**config.mk**
```make
export PLATFORM = sky130hd
export DESIGN_NAME = wave_gen
export DESIGN_NICKNAME = d
export VERILOG_FILES = /design/src/rtl/wave_gen_pkg.sv /design/src/rtl/wave_prescaler.sv /design/src/rtl/wave_gen.sv
export SDC_FILE = /design/constraint.sdc
export NUM_CORES = 1
export LEC_CHECK = 0
export BUFFER_PORTS_ARGS = -buffer_cell sky130_fd_sc_hd__buf_2
export CAP_MARGIN = 30
export CORE_ASPECT_RATIO = 0.7
export CORE_MARGIN = 3
export CORE_UTILIZATION = 33
export DETAILED_ROUTE_END_ITERATION = 8
export PLACE_DENSITY = 0.53
export SKIP_LAST_GASP = 1
export SLEW_MARGIN = 20
export SYNTH_ARGS = -nofsm -noshare
export SYNTH_HDL_FRONTEND = slang
export SYNTH_SLANG_ARGS = --single-unit
```
**constraint.sdc**
```tcl
create_clock -name clk -period 5.8 [get_ports clk]
set_input_delay 0 -clock clk [delete_from_list [all_inputs] [get_ports clk]]
set_output_delay 0 -clock clk [all_outputs]
set_load 0.005 [all_outputs]
```
**src/rtl/wave_gen_pkg.sv**
```systemverilog
// Shared mode encoding for the waveform generator slice.
package wave_gen_pkg;

  typedef enum logic [1:0] {
    MODE_TRI    = 2'd0,
    MODE_SAW_UP = 2'd1,
    MODE_SAW_DN = 2'd2,
    MODE_SQUARE = 2'd3
  } mode_t;

endpackage

```
**src/rtl/wave_prescaler.sv**
```systemverilog
// Cycle prescaler: counts 0..tick_div inclusive and pulses tick on the last count.
module wave_prescaler #(
  parameter int DIV_W = 27
) (
  input  logic             clk,
  input  logic             rst,
  input  logic             en,
  input  logic [DIV_W-1:0] tick_div,
  output logic             tick
);

  logic [DIV_W-1:0] r_count;
  logic             w_last;

  // >= rather than == so a count can never run past a shortened limit.
  assign w_last = (r_count >= tick_div);
  assign tick   = en && !rst && w_last;

  always_ff @(posedge clk) begin
    if (rst) begin
      r_count <= '0;
    end else if (en) begin
      if (w_last) begin
        r_count <= '0;
      end else begin
        r_count <= r_count + 1'b1;
      end
    end
  end

endmodule

```
**src/rtl/wave_gen.sv**
```systemverilog
// Multi-mode waveform generator: triangle, saw up/down and square with
// mode/divisor/duty shadowed so changes land only on period boundaries.
module wave_gen
  import wave_gen_pkg::*;
#(
  parameter int OUT_W = 6,
  parameter int DIV_W = 27
) (
  input  logic             clk,
  input  logic             rst,
  input  logic             en,
  input  logic [1:0]       mode,
  input  logic [DIV_W-1:0] div,
  input  logic [OUT_W-1:0] duty,
  output logic [OUT_W-1:0] fnc,
  output logic             tick,
  output logic             period_start
);

  localparam int PH_W = OUT_W + 1;
  localparam logic [PH_W-1:0] MAX_P    = PH_W'((1 << OUT_W) - 1);
  localparam logic [PH_W-1:0] TRI_TOP  = PH_W'(2 * ((1 << OUT_W) - 1));
  localparam logic [PH_W-1:0] TRI_LAST = PH_W'(2 * ((1 << OUT_W) - 1) - 1);

  mode_t            r_mode_s;
  logic [DIV_W-1:0] r_div_s;
  logic [OUT_W-1:0] r_duty_s;
  logic [PH_W-1:0]  r_phase;
  logic [OUT_W-1:0] r_fnc;

  logic [DIV_W-1:0] w_tick_div;
  logic             w_tick;
  logic [PH_W-1:0]  w_last;
  logic             w_wrap;
  logic [PH_W-1:0]  w_phase_nxt;
  logic [OUT_W-1:0] w_fnc_nxt;

  // Triangle runs twice as many phase steps per period, so its ticks come twice as fast.
  assign w_tick_div = (r_mode_s == MODE_TRI) ? (r_div_s >> (OUT_W + 1))
                                             : (r_div_s >> OUT_W);

  wave_prescaler #(
    .DIV_W (DIV_W)
  ) u_prescaler (
    .clk      (clk),
    .rst      (rst),
    .en       (en),
    .tick_div (w_tick_div),
    .tick     (w_tick)
  );

  assign w_last      = (r_mode_s == MODE_TRI) ? TRI_LAST : MAX_P;
  assign w_wrap      = (r_phase >= w_last);
  assign w_phase_nxt = w_wrap ? '0 : r_phase + 1'b1;

  always_comb begin
    w_fnc_nxt = '0;
    case (r_mode_s)
      MODE_TRI: begin
        if (w_phase_nxt <= MAX_P) begin
          w_fnc_nxt = w_phase_nxt[OUT_W-1:0];
        end else begin
          w_fnc_nxt = OUT_W'(TRI_TOP - w_phase_nxt);
        end
      end
      MODE_SAW_UP: w_fnc_nxt = w_phase_nxt[OUT_W-1:0];
      MODE_SAW_DN: w_fnc_nxt = ~w_phase_nxt[OUT_W-1:0];
      MODE_SQUARE: w_fnc_nxt = ({1'b0, r_duty_s} > w_phase_nxt) ? '1 : '0;
      default:     w_fnc_nxt = '0;
    endcase
  end

  assign tick         = w_tick;
  assign period_start = w_tick && w_wrap;
  assign fnc          = r_fnc;

  always_ff @(posedge clk) begin
    if (rst) begin
      r_phase  <= '0;
      r_fnc    <= '0;
      r_mode_s <= mode_t'(mode);
      r_div_s  <= div;
      r_duty_s <= duty;
    end else begin
      if (w_tick) begin
        r_phase <= w_phase_nxt;
        r_fnc   <= w_fnc_nxt;
      end
      // The wrap edge still shapes with the old settings; new ones apply from phase 0 on.
      if (period_start) begin
        r_mode_s <= mode_t'(mode);
        r_div_s  <= div;
        r_duty_s <= duty;
      end
    end
  end

endmodule
```
### Word-level counts from Yosys, hierarchy flattened

Index checks and enable logic that the tools add are counted.

| word-level totals | value |
|---|---|
| register bits after elaboration | 75 |
| bits of input ports | 38 |
| output and inout bits | 8 |
| logic and storage cells | 36 |

| operators by class | value |
|---|---|
| $add $sub $neg | 3 |
| $lt $le $gt $ge | 4 |
| equal/unequal tests | 3 |
| multiplexer cells | 13 |
| bitwise gates (word level) | 1 |
| reduce and logical (&&, ||, !) cells | 6 |

Operator list:

| cell | number |
|---|---|
| 27-bit 2-to-1 mux | 3 |
| 27-bit by 1-bit adder with 27-bit output, second input constant | 1 |
| 27-bit by 21-bit >= comparator with 1-bit output | 1 |
| 6-bit 2-to-1 mux | 4 |
| 6-bit one-hot mux with 4 select lines | 1 |
| 21-bit 2-to-1 mux | 1 |
| 7-bit 2-to-1 mux | 2 |
| 7-bit by 1-bit adder with 7-bit output, second input constant | 1 |
| 7-bit >= comparator | 1 |
| 6-bit by 7-bit greater-than comparator with 1-bit output | 1 |
| 7-bit by 6-bit <= comparator with 1-bit output, second input constant | 1 |
| 6-bit inverter | 1 |
| 6-bit subtractor, first input constant | 1 |
| 2-bit equality test, second input constant | 2 |
| 2-bit 2-to-1 mux | 2 |
| 1-bit logical AND | 3 |
| 2-bit by 1-bit equality test with 1-bit output, second input constant | 1 |
| 2-bit zero test | 1 |
| 2-bit nonzero test | 1 |
| 1-bit zero test | 1 |

### Logic depth before layout (Yosys ltp)

| depth | value |
|---|---|
| word-level depth | 7 |
| mapped depth | 18 |
| depth with buffers taken out | 16 |

### Cells and area by module

Synthesis repeated with hierarchy kept, for this count alone.

| second synthesis, totals | value |
|---|---|
| cells, all modules | 434 |
| area total of the unflattened synthesis | 4325.4 um^2 |

By module, submodules not included:

| module | times used | cells each | area an instance (um^2) | seq. area each (um^2) |
|---|---|---|---|---|
| wave_gen | 1 | 202 | 2273.4 | 1131.1 |
| wave_prescaler | 1 | 232 | 2052.0 | 540.5 |

### Least setup slack after synthesis

No wires, ideal clock.

| timing path | value |
|---|---|
| kind | register -> register |
| from | register r_mode_s[1] |
| to | register r_div_s[10], enable pin |
| setup time | 0.421 ns |
| arrival time | 4.124 ns |
| data required time | 5.379 ns |
| setup slack | 1.255 ns |
| stages on the path, launching flop included | 15 |
| buffers on the path | 3 |
| clock period less this slack | 4.545 ns |
| cells stage by stage | edfxtp_1 -> clkbuf_1 -> inv_1 -> nand2_1 -> clkinv_1 -> buf_1 -> mux2i_1 -> ha_1 -> and4_1 -> nand4_1 -> nor3_1 -> o31a_1 -> o21ai_0 -> clkbuf_1 -> o21bai_1 |

| between the ends | value |
|---|---|
| cells in the longest elaborated chain, start to end | 6 |
| elaborated cells between the ends (all ways) | 8 |
| classes of those cells | order compare (2); mux (2); reduce/logical (4) |

RTL lines:

| element | RTL line | RTL |
|---|---|---|
| start, declared | wave_gen.sv:25 | `mode_t r_mode_s;` |
| start signal, assigned | wave_gen.sv:81 | `r_mode_s <= mode_t'(mode);` |
| start signal, assigned | wave_gen.sv:91 | `r_mode_s <= mode_t'(mode);` |
| 2-bit zero test * | wave_gen.sv:39, wave_gen.sv:52 |  |
| 21-bit 2-to-1 mux | wave_gen.sv:39 | `assign w_tick_div = (r_mode_s == MODE_TRI) ? (r_div_s >> (OUT_W + 1))` |
| 27-bit by 21-bit >= comparator with 1-bit output | wave_prescaler.sv:16 | `assign w_last = (r_count >= tick_div);` |
| 1-bit logical AND | wave_prescaler.sv:17 | `assign tick = en && !rst && w_last;` |
| 1-bit logical AND * | wave_gen.sv:74 | `assign period_start = w_tick && w_wrap;` |
| 2-bit nonzero test (no line) * | - |  |
| end signal, assigned | wave_gen.sv:82 | `r_div_s <= div;` |
| end signal, assigned | wave_gen.sv:92 | `r_div_s <= div;` |
| end, declared | wave_gen.sv:26 | `logic [DIV_W-1:0] r_div_s;` |

Mark *: on every way between the ends. The rest lies on a longest branch, timed or not.
A chain may end at the register's enable or synchronous reset.

### Worst setup path after layout

| timing path | value |
|---|---|
| from | register r_mode_s[0] |
| to | register r_fnc[4] (netlist: fnc[4]) |

| between the ends | value |
|---|---|
| cells in the longest elaborated chain, start to end | 7 |
| elaborated cells between the ends (all ways) | 17 |
| classes of those cells | add/sub (1); order compare (4); eq/ne (3); mux (6); bitwise (1); reduce/logical (2) |

RTL lines:

| element | RTL line | RTL |
|---|---|---|
| 2-bit zero test | wave_gen.sv:39, wave_gen.sv:52, wave_gen.sv:58 |  |
| 7-bit 2-to-1 mux | wave_gen.sv:52 | `assign w_last = (r_mode_s == MODE_TRI) ? TRI_LAST : MAX_P;` |
| 7-bit >= comparator | wave_gen.sv:53 | `assign w_wrap = (r_phase >= w_last);` |
| 7-bit 2-to-1 mux | wave_gen.sv:54 | `assign w_phase_nxt = w_wrap ? '0 : r_phase + 1'b1;` |
| 6-bit subtractor, or another cell as far along | wave_gen.sv:63 | `w_fnc_nxt = OUT_W'(TRI_TOP - w_phase_nxt);` |
| 6-bit 2-to-1 mux (on tied branches) | wave_gen.sv:60, wave_gen.sv:68 |  |
| 6-bit one-hot mux with 4 select lines | wave_gen.sv:58 | `case (r_mode_s)` |
| end signal, assigned | wave_gen.sv:87 | `r_fnc <= w_fnc_nxt;` |
| end, declared | wave_gen.sv:29 | `logic [OUT_W-1:0] r_fnc;` |

Several ways; a longest one is shown, not always the timed one.

==> results.py <==
metrics = {
    "run_status": {
        "outcome": "finished clean",
    },
    "logic_synthesis": {
        "yosysWarnings": 0,
        "synth_edf_count": 29,
        "synth.top_cell.area_share_pct": 22.8,
        "synth_fp_nets": 461,
        "synth_common_cells": "49 x nor2_1, 40 x dfxtp_1, 33 x ha_1",
        "synth_area_per_cell_sq_um": 9.79,
        "synthTopCellsByArea": "edfxtp_1 23%, dfxtp_1 21%, ha_1 11%",
        "synth_top_cell_by_area": "edfxtp_1",
        "synth_ff_type": "dfxtp_1",
        "yosysSeqAreaShare_pct": 43.8,
        "synthArstFlopShare_pct": 0,
        "netlist-cell-type-count": 54,
        "syn_area_sq_um": 3820,
        "synth-seq-cells": 69,
        "synth_most_common_cell": "nor2_1",
        "synth_cells": 390,
    },
    "cells_and_area": {
        "final_nets": 530,
        "antenna-diode-count": 0,
        "area_delta_synth_final_pct": 27.0,
        "layout.cells.non_filler": 617,
        "utilization_pct": 43.5,
        "fillers": 1107,
        "drive_above_1_share_pct": 15.1,
    },
    "routing": {
        "drt_iter0_drc": 211,
        "routed_via_density": 4.86,
        "drt_pass1_iterations": 4,
        "vias": 2996,
        "post_drt_wl_per_cell_um": 13.8,
        "ant_nets": 0,
        "remaining_drc_errors": 0,
        "wirelength_um": 8530,
    },
    "timing": {
        "period_needed_ps": 4770,
        "finalSetupTns_ps": 0,
        "whs_ps": 20.0,
        "fin_skew_ps": 7.56,
        "worstMarginPinSlew_ps": 712,
        "setup_viol": 0,
        "drv_slew": 0,
        "hold_viol": 0,
        "rsz0062_at_grt": "false",
        "max_freq_ghz": 0.209,
        "max_slew_margin_pct": 52.5,
        "finalCritPeriodShare_pct": 82.3,
    },
    "worst_setup_path": {
        "end_kind": "flop",
        "path_cells": "inv_1 -> nand2_1 -> clkinv_1 -> ha_1 -> a21o_4 -> a31oi_1 -> nand2_1 -> ha_1 -> a21oi_1 -> nand2_1 -> a2111oi_0 -> nor4_1 -> o21ai_0 -> o21ai_0 -> a32o_1",
        "required_ps": 6030,
        "cp_max_fo": 11,
        "cp.arrival_ps": 5010,
        "cpPeakStageDelay_ps": 600,
        "cp_slowest_cell": "a2111oi_0",
        "worst_setup_path_start_kind": "flop",
        "critPathTopFamily": "compound AO/OA/AOI/OAI gates",
        "path_class": "reg2reg",
        "crit_top_cell": "nand2_1",
        "critPathBufInv": 2,
    },
    "global_route": {
        "grt_use_met2_pct": 19.9,
        "grt_pass1_wl_um": 14200,
        "use_met3_pct": 4.81,
        "grt_busiest_layer": "met1",
        "grt_max_degree": 25,
        "grt_pass1_vias": 2882,
        "antenna_found_initial": 0,
        "grt_remaining_overflow": 0,
        "grt_util_all_layers_pct": 14.1,
        "grtUsageMet1_pct": 20.2,
    },
    "power_and_ir_drop": {
        "vdd_drop_max_v": 0.000138,
        "leakage_nw": 1.95,
        "pwr_density_cell_nw_per_um2": 272,
    },
    "clock_tree": {
        "clk_latency_ps": 340,
        "tritoncts": "done",
        "clk_path_buf_depth": 2,
        "htreeDepth": 3,
        "root_buffer": "clkbuf_16",
        "postCtsResizedCells": 0,
        "clk_transition_reported_paths_ps": 60,
        "cts.sinks": 69,
        "numCtsBuffers": 9,
    },
    "placed_design": {
        "place.gp.congestion": 0.879,
        "post-place-cells": 571,
        "hpwl_um": 6030,
        "io_buffers": 39,
    },
    "die": {
        "fp.coreArea_sq_um": 11100,
        "fp-row-count": 32,
        "dieHeight_um": 96.0,
        "die_w_um": 135,
        "io_pins": 46,
        "start_util_pct": 34.3,
        "die_area_sq_um": 12900,
    },
    "job": {
        "max_cap_viol_count": 0,
    },
    "hold_path": {
        "hold_class": "in2reg",
    },
}
-- state kept, by name, summed over array words and instances (netlist names) --
| name | flops |
|---|---|
| r_phase | 7 |
| fnc | 6 |
| u_prescaler.r_count | 27 |
| r_duty_s | 6 |
| r_div_s | 21 |
| r_mode_s | 2 |
-- cell usage in the layout (no fill, tap or decap), types with 3 or more instances in the layout --
cell / netlist / final
nor2_1: 49 / 49
ha_1: 33 / 33
nand4_1: 12 / 12
nand2_1: 30 / 30
edfxtp_1: 29 / 29
xnor2_1: 8 / 8
dlygate4sd3_1: 0 / 29
buf_2: 2 / 40
clkbuf_16: 0 / 9
nor4_1: 4 / 4
bufinv_16: 0 / 4
nand4b_1: 3 / 3
nor2b_1: 3 / 3
nand3_1: 19 / 19
mux2i_1: 25 / 25
and2_1: 4 / 4
dfxtp_1: 40 / 40
a21oi_1: 18 / 18
and4_1: 4 / 4
nand2b_1: 4 / 4
o21ai_0: 11 / 10
inv_1: 13 / 13
buf_4: 0 / 3
nor3_1: 7 / 7
xor2_1: 21 / 21
-- worst register-to-register path: stages (launching register included) --
cell and delay, ps:
edfxtp_1 540, inv_1 150, nand2_1 180, clkinv_1 420, ha_1 470, a21o_4 240, a31oi_1 460, nand2_1 250
ha_1 380, a21oi_1 160, nand2_1 60, a2111oi_0 600, nor4_1 200, o21ai_0 180, o21ai_0 110, a32o_1 260
-- layer usage --
metal,vias up,wire length [um]
met4,0,90
met5,-,0
met2,56,3450
met3,9,408
met1,1382,4590
li1,1549,-
-- area by class of cell --
type	instances	area (sq um)	share of cell area (%)
clock buffer	9	225	4.65
clock inverter	7	146	3.02
inverter	14	52.6	1.08
multi-input combinational	292	2030	42.0
sequential	69	1670	34.5
tap	153	191	3.95
timing repair buffer	73	524	10.8
-- cell families (layout without fill, tap and decap cells) --
logic type      Yosys count  after routing  synth area share, %
simple gates            150            150                 19.2
flops                    69             69                 43.8
compound gates           54             54                 9.51
fa+ha+maj                33             33                 10.8
xor+xnor                 29             29                 6.66
buf+inv                  29            103                 3.11
mux                      26             26                 6.85
-- through the flow --
stage / setup WS [ps] / power [mW] / instance area (sq um)
global route: 690 / 1.37 / 4840
detailed placement: 1080 / 0.632 / 4170
finish: 1030 / 1.32 / 4840
floorplan: 1250 / 0.603 / 3820
global placement: 1150 / 0.630 / 4170
CTS: 1060 / 1.33 / 4830
-- worst paths after layout --
kind                                                       endpoint                  start  cells after the start  slack (ps)
worst min register to register                  fnc[5]$_SDFFE_PP0N_    fnc[5]$_SDFFE_PP0N_                      2         470
worst max register to register                  fnc[4]$_SDFFE_PP0N_  r_mode_s[0]$_DFFE_PP_                     15        1030
worst max-delay path                            fnc[4]$_SDFFE_PP0N_  r_mode_s[0]$_DFFE_PP_                     15        1030
worst min-delay path            u_prescaler.r_count[0]$_SDFFE_PP0P_                     en                      3          20
-- power by group --
part | internal, mW | switching, mW
Sequential | 0.526 | 0.0124
Clock | 0.466 | 0.214
Combinational | 0.0502 | 0.0492
-- what timing repair did --
action	in CTS	in global routing
endpoints found under the hold margin	29	0
setup buffers	0	0
hold buffers	29	0
No activity file was read; power rests on OpenSTA's default activity.
